**src/rtl/alu_multicycle.sv**
```systemverilog
// Purpose : handshaked signed ALU: add/sub/and/or/sll/sra in one cycle, iterative mul/div.
// Latency : 1 cycle for single-cycle ops, div-by-zero and illegal opcodes; WIDTH+1 cycles for mul/div.
// Backpr. : in_ready drops while iterating or while a result is held with out_ready low;
//           held results never get overwritten.
// Ports   : clock/reset_n (async active-low); in_valid/in_ready with data_operandA/B,
//           ctrl_ALUopcode, ctrl_shiftamt; out_valid/out_ready with data_result and the
//           isNotEqual/isLessThan/overflow/exception flags.
module alu_multicycle #(
  parameter int WIDTH = 32,
  parameter int SHW   = $clog2(WIDTH)
) (
  input  logic             clock,
  input  logic             reset_n,
  input  logic             in_valid,
  output logic             in_ready,
  input  logic [WIDTH-1:0] data_operandA,
  input  logic [WIDTH-1:0] data_operandB,
  input  logic [4:0]       ctrl_ALUopcode,
  input  logic [SHW-1:0]   ctrl_shiftamt,
  output logic             out_valid,
  input  logic             out_ready,
  output logic [WIDTH-1:0] data_result,
  output logic             isNotEqual,
  output logic             isLessThan,
  output logic             overflow,
  output logic             exception
);

  localparam int W2 = 2 * WIDTH;
  localparam logic [SHW-1:0]   LAST    = SHW'(WIDTH - 1);
  localparam logic [WIDTH-1:0] MIN_VAL = {1'b1, {(WIDTH-1){1'b0}}};

  localparam logic [4:0] OP_ADD = 5'd0, OP_SUB = 5'd1, OP_AND = 5'd2, OP_OR  = 5'd3,
                         OP_SLL = 5'd4, OP_SRA = 5'd5, OP_MUL = 5'd6, OP_DIV = 5'd7;

  typedef enum logic [1:0] {S_IDLE, S_MUL, S_DIV} state_t;

  state_t           state_q, state_d;
  logic [WIDTH-1:0] a_q, b_q;
  logic [W2:0]      work_q, work_d;   // mul: {partial sum, multiplier}; div: {0, remainder, quotient}
  logic [SHW-1:0]   cnt_q, cnt_d;

  logic             accept, out_free, load;
  logic [WIDTH-1:0] res_d;
  logic             ovf_d, exc_d, ne_d, lt_d;

  logic [WIDTH-1:0] cmp_a, cmp_b, sum, diff, mag_b, rem_new, quo_s;
  logic             add_ovf, sub_ovf, flag_ne, flag_lt, neg, div_ge;
  logic [WIDTH:0]   mul_hi, rem_sh;
  logic [W2:0]      mul_next, div_next;
  logic [W2-1:0]    prod_s;

  function automatic logic [WIDTH-1:0] mag(input logic [WIDTH-1:0] v);
    mag = v[WIDTH-1] ? -v : v;
  endfunction

  assign out_free = !out_valid || out_ready;
  assign in_ready = (state_q == S_IDLE) && out_free;
  assign accept   = in_valid && in_ready;

  // Flags come from the live inputs while idle (they are captured on that same edge)
  // and from the captured operands once an iterative op is in flight.
  assign cmp_a   = (state_q == S_IDLE) ? data_operandA : a_q;
  assign cmp_b   = (state_q == S_IDLE) ? data_operandB : b_q;
  assign sum     = cmp_a + cmp_b;
  assign diff    = cmp_a - cmp_b;
  assign add_ovf = (cmp_a[WIDTH-1] == cmp_b[WIDTH-1]) && (sum[WIDTH-1]  != cmp_a[WIDTH-1]);
  assign sub_ovf = (cmp_a[WIDTH-1] != cmp_b[WIDTH-1]) && (diff[WIDTH-1] != cmp_a[WIDTH-1]);
  assign flag_ne = (cmp_a != cmp_b);
  assign flag_lt = diff[WIDTH-1] ^ sub_ovf;

  // One radix-2 step each for multiply and restoring divide, on magnitudes.
  assign mag_b    = mag(b_q);
  assign neg      = a_q[WIDTH-1] ^ b_q[WIDTH-1];
  assign mul_hi   = work_q[W2:WIDTH] + (work_q[0] ? {1'b0, mag_b} : '0);
  assign mul_next = {mul_hi, work_q[WIDTH-1:0]} >> 1;
  assign rem_sh   = work_q[W2-1:WIDTH-1];
  assign div_ge   = rem_sh >= {1'b0, mag_b};
  assign rem_new  = WIDTH'(div_ge ? rem_sh - {1'b0, mag_b} : rem_sh);
  assign div_next = {1'b0, rem_new, work_q[WIDTH-2:0], div_ge};
  assign prod_s   = neg ? -mul_next[W2-1:0] : mul_next[W2-1:0];
  assign quo_s    = neg ? -div_next[WIDTH-1:0] : div_next[WIDTH-1:0];

  always_ff @(posedge clock or negedge reset_n) begin
    if (!reset_n) state_q <= S_IDLE;
    else          state_q <= state_d;
  end

  always_comb begin
    state_d = state_q;
    work_d  = work_q;
    cnt_d   = cnt_q;
    load    = 1'b0;
    res_d   = '0;
    ovf_d   = 1'b0;
    exc_d   = 1'b0;
    ne_d    = flag_ne;
    lt_d    = flag_lt;
    case (state_q)
      S_IDLE: begin
        if (accept) begin
          load = 1'b1;
          case (ctrl_ALUopcode)
            OP_ADD: begin res_d = sum;  ovf_d = add_ovf; end
            OP_SUB: begin res_d = diff; ovf_d = sub_ovf; end
            OP_AND: res_d = data_operandA & data_operandB;
            OP_OR:  res_d = data_operandA | data_operandB;
            OP_SLL: res_d = data_operandA << ctrl_shiftamt;
            OP_SRA: res_d = $signed(data_operandA) >>> ctrl_shiftamt;
            OP_MUL: begin
              load    = 1'b0;
              state_d = S_MUL;
              work_d  = {{(WIDTH+1){1'b0}}, mag(data_operandA)};
              cnt_d   = '0;
            end
            OP_DIV: begin
              if (data_operandB == '0) begin
                exc_d = 1'b1;
              end else begin
                load    = 1'b0;
                state_d = S_DIV;
                work_d  = {{(WIDTH+1){1'b0}}, mag(data_operandA)};
                cnt_d   = '0;
              end
            end
            default: begin
              exc_d = 1'b1;
              ne_d  = 1'b0;
              lt_d  = 1'b0;
            end
          endcase
        end
      end
      S_MUL, S_DIV: begin
        if (cnt_q != LAST) begin
          work_d = (state_q == S_MUL) ? mul_next : div_next;
          cnt_d  = cnt_q + 1'b1;
        end else if (out_free) begin
          // Last step and sign fix-up land straight in the output registers;
          // otherwise sit here untouched until the held result is taken.
          load    = 1'b1;
          state_d = S_IDLE;
          cnt_d   = '0;
          if (state_q == S_MUL) begin
            res_d = prod_s[WIDTH-1:0];
            ovf_d = prod_s[W2-1:WIDTH] != {WIDTH{prod_s[WIDTH-1]}};
          end else begin
            res_d = quo_s;
            ovf_d = (a_q == MIN_VAL) && (b_q == '1);
          end
        end
      end
      default: state_d = S_IDLE;
    endcase
  end

  always_ff @(posedge clock or negedge reset_n) begin
    if (!reset_n) begin
      a_q         <= '0;
      b_q         <= '0;
      work_q      <= '0;
      cnt_q       <= '0;
      out_valid   <= 1'b0;
      data_result <= '0;
      isNotEqual  <= 1'b0;
      isLessThan  <= 1'b0;
      overflow    <= 1'b0;
      exception   <= 1'b0;
    end else begin
      work_q <= work_d;
      cnt_q  <= cnt_d;
      if (accept) begin
        a_q <= data_operandA;
        b_q <= data_operandB;
      end
      if (load) begin
        out_valid   <= 1'b1;
        data_result <= res_d;
        isNotEqual  <= ne_d;
        isLessThan  <= lt_d;
        overflow    <= ovf_d;
        exception   <= exc_d;
      end else if (out_ready) begin
        out_valid <= 1'b0;
      end
    end
  end

endmodule

```
**config.mk**
```make
export PLATFORM = sky130hd
export DESIGN_NAME = alu_multicycle
export DESIGN_NICKNAME = d
export VERILOG_FILES = /design/src/rtl/alu_multicycle.sv
export SDC_FILE = /design/constraint.sdc
export NUM_CORES = 1
export LEC_CHECK = 0
export BUFFER_PORTS_ARGS = -buffer_cell sky130_fd_sc_hd__buf_2
export CAP_MARGIN = 30
export CORE_ASPECT_RATIO = 1.4
export CORE_MARGIN = 2
export CORE_UTILIZATION = 30
export CTS_BUF_LIST = sky130_fd_sc_hd__clkbuf_8
export CTS_CLUSTER_SIZE = 10
export DETAILED_ROUTE_END_ITERATION = 16
export MAX_ROUTING_LAYER = met4
export SLEW_MARGIN = 25
export SYNTH_ARGS = -nofsm -noshare
export SYNTH_HDL_FRONTEND = slang
export SYNTH_SLANG_ARGS = --single-unit
export TNS_END_PERCENT = 10
```
**constraint.sdc**
```tcl
create_clock -name clock -period 8.8 [get_ports clock]
set_clock_uncertainty 0.1 [all_clocks]
set_input_delay 1.32 -clock clock [delete_from_list [all_inputs] [get_ports clock]]
set_output_delay 1.32 -clock clock [all_outputs]
set_load 0.01 [all_outputs]
```
==> summary.md <==
| Metric | Value |
|---|---|
| TritonCTS clock tree | `yes` |
| Filler cell count | `8983` |
| Kind of end point of the critical path | `flip-flop` |
| Delay of the slowest cell on the worst path | `about 0.44 ns` |
| Syn_area_per_cell | `about 7.3 um^2` |
| Crit Path Max Fanout | `9` |
| Worst Setup SP | `b_q[0]$_DFFE_PN0P_` |
| Slew of the pin with the lowest slew margin | `1.057 ns` |
| H-tree levels | `4` |
| Area Growth Syn to Fin | `6.862%` |
| Hold Slack | `0.4013 ns` |
| Startpoint Class | `flip-flop` |
| Initial Utilization | `0.3028` |
| Critical Path RT | `just over 9 ns` |
| Placed wire-length estimate after detailed placement | `roughly 86 mm` |
| Final ANT Viol Nets | `0` |
| Slew HR | `0.2887` |
| Post-synth ARST share | `1.000` |
| Worst flop-to-flop path startpoint | `b_q[0]$_DFFE_PN0P_` |
| Post-CTS resize count | `0` |
| CTS Root Buffer Type | `clkbuf_8` |
| Post-Syn Area | `0.02471 mm^2` |
| Total design power | `about 9900 uW` |
| Post-synth EDFFs | `0` |
| Leak | `0.01103 uW` |
| Status | `completed` |
| MaxCap Viol Count | `0` |
| Die H | `343.6 um` |
| DRT Pass-1 Iters | `9` |
| GRT Overall Usage | `0.2642` |
| Final Cycle Share | `0.8493` |
| Vias | `between 20000 and 30000` |
| Top FF cell, synth | `dfrtp_1` |
| Initial antenna violation count | `4` |
| Global placement routability congestion | `1.016` |
| Total Die Area | `0.08471 mm^2` |
| Setup TNS | `0 ns` |
| Seq cells post-synth | `roughly 170` |
| Setup violators final | `0` |
| Hold WC Path Type | `flip-flop to flip-flop` |
| Clock sink count | `~170` |
| # DRC | `0` |
| Routed WL per cell | `about 25 um` |
| Number of buffers created by CTS | `17` |
| Via density | `a little over 6` |
| Gr ovfl total | `0` |
| Worst-Skew Late Latency | `between 0.5 and 0.6 ns` |
| Largest delay share family, worst path | `compound AO/OA/AOI/OAI gates` |
| Setup Fix Bufs, Post-CTS | `0` |
| Clock transition at the registers of the reported paths | `0.11 ns` |
| Largest net degree at the start of global routing | `97` |
| Core area | `approximately 0.08 mm^2` |
| Share of cells above drive strength 1 | `0.1021` |
| Post-Synthesis Cells | `between 3000 and 4000` |
| Row cnt | `approximately 120` |
| Mapped Nets | `approximately 3600` |
| Placed insts | `about 4400` |
| Final Non-Filler Cells | `4395` |
| Nets | `3526` |
| Most frequent cells in the layout | `nand2_1, nor2_1, o21ai_0` |
| Final Hold Fails | `0` |
| Critical Path Slowest Stage Cell | `dfrtp_1` |
| Buf/Inv on CP | `2` |
| First-pass GRT wire length | `between 150 and 200 mm` |
| Fin crit period | `7.474 ns` |
| Commonest non-fill, non-tap cell in the layout | `nand2_1` |
| Die W | `between 200 and 250 um` |
| P per Cell Area | `374.7 mW/mm^2` |
| Sequential area share after synthesis | `0.1742` |
| Fmax | `133.8 MHz` |
| RSZ-0062 raised after global routing | `false` |
| Detailed Route WL | `111.1 mm` |
| PortBufs | `between 100 and 150` |
| I/O pins | `116` |
| Vias in the first global route | `around 25000` |
| Max-slew violations | `0` |
| WS Path Type | `flip-flop to flip-flop` |
| Synth warn | `0` |
| Maximum VDD drop | `~0.23 mV` |
| CTS Buffer Depth | `2` |
| Hold path startpoint | `data_result[16]$_DFFE_PN0P_` |
| 1st-iter DRT viols | `3188` |
| Netlist cell types | `between 90 and 100` |
| Crit path DAT | `around 7.8 ns` |
| Post-cts hold buffer count | `0` |
## synthesized netlist by cell type (23+ instances only)
cell type    n  area share
a21o_1      56       0.017
nor3_1      83       0.017
nor4_1      49       0.012
nand2b_1    38      0.0096
a22o_1      30       0.011
a21oi_1    234       0.047
maj3_1      31       0.013
a211oi_1    53       0.016
nand4_1     28      0.0071
o211ai_1    39       0.012
buf_1       36      0.0055
xor2_1      85       0.030
or3_1       35      0.0089
ha_1       136       0.069
mux2_2      64       0.029
o31ai_1     43       0.013
mux2i_1    112       0.045
nor2_1     334       0.051
dfrtp_1    172        0.17
inv_1       98       0.015
nand2_1    437       0.066
o21ai_0    304       0.062
xnor2_1    115       0.041
nand3_1     63       0.013
a221oi_1    33       0.012
a31oi_1     32      0.0081
mux4_2      34       0.031
and3_1      23      0.0058
clkbuf_1   231       0.035
## cell type report
class | instances | area (um^2) | share of cell area
Antenna cell | 4 | 10.01 | 0.0003791
Tap cell | 1071 | 1340 | 0.05075
Clock buffer | 18 | 247.7 | 0.009383
Sequential cell | 172 | 4304 | 0.1630
Timing Repair Buffer | 162 | 969.7 | 0.03672
Inverter | 104 | 390.4 | 0.01478
Clock inverter | 14 | 133.9 | 0.005070
Multi-Input combinational cell | 2850 | 19010 | 0.7199
## sequential cells by signal, summed over array words and instances, names as in the netlist
| signal | count |
|---|---|
| cnt_q | 5 |
| isLessThan | 1 |
| a_q | 32 |
| state_q | 2 |
| overflow | 1 |
| isNotEqual | 1 |
| b_q | 32 |
| work_q | 64 |
| exception | 1 |
| data_result | 32 |
| out_valid | 1 |
## where the power goes
group | switching (uW) | internal (uW)
registers | 575 | 1090
logic | 4830 | 2790
clock network | 374 | 236
## worst register-to-register path: cells and delay by family (launching register included)
family / cells / cell delay, ns
xor+xnor: 2 / 0.52
flops: 1 / 0.44
simple gates: 9 / 2.43
fa+ha+maj: 3 / 0.98
compound gates: 10 / 2.54
buf+inv: 2 / 0.35
## logic make-up after synthesis
group / Yosys count / synth area share
flops: 172 / 0.1742
mux: 211 / 0.1060
simple gates: 1225 / 0.2324
compound gates: 1042 / 0.2719
fa+ha+maj: 172 / 0.08548
buf+inv: 381 / 0.05914
xor+xnor: 200 / 0.07089
## stage by stage
step / instance area (um^2) / utilization / setup WS, ns
final: 26400 / 0.3235 / 1.326
after floorplan: 24710 / - / 2.522
after global placement: 25950 / 0.3180 / 1.200
after detailed placement: 25960 / 0.3182 / 1.420
after global routing: 26400 / 0.3235 / 0.8727
after CTS: 26350 / 0.3228 / 1.360
## layer usage
layer | track usage | part of all wire | up-vias
met5 | - | 0 | -
met4 | 0.1687 | 0.076 | 0
met3 | 0.03183 | 0.067 | 321
met2 | 0.4307 | 0.47 | 1276
met1 | 0.3074 | 0.39 | 12863
li1 | - | - | 12275
## final timing paths
check | to | slack (ns) | cells past startpoint
max in group asynchronous | a_q[18]$_DFFE_PN0P_ | 6.62 | 2
max | data_result[14]$_DFFE_PN0P_ | 1.33 | 26
min | data_result[16]$_DFFE_PN0P_ | 0.40 | 2
max reg2reg | data_result[14]$_DFFE_PN0P_ | 1.33 | 26
min in group asynchronous | work_q[6]$_DFFE_PN0P_ | 0.65 | 1
min reg2reg | data_result[16]$_DFFE_PN0P_ | 0.40 | 2
Power figures use the tool's default switching activity.
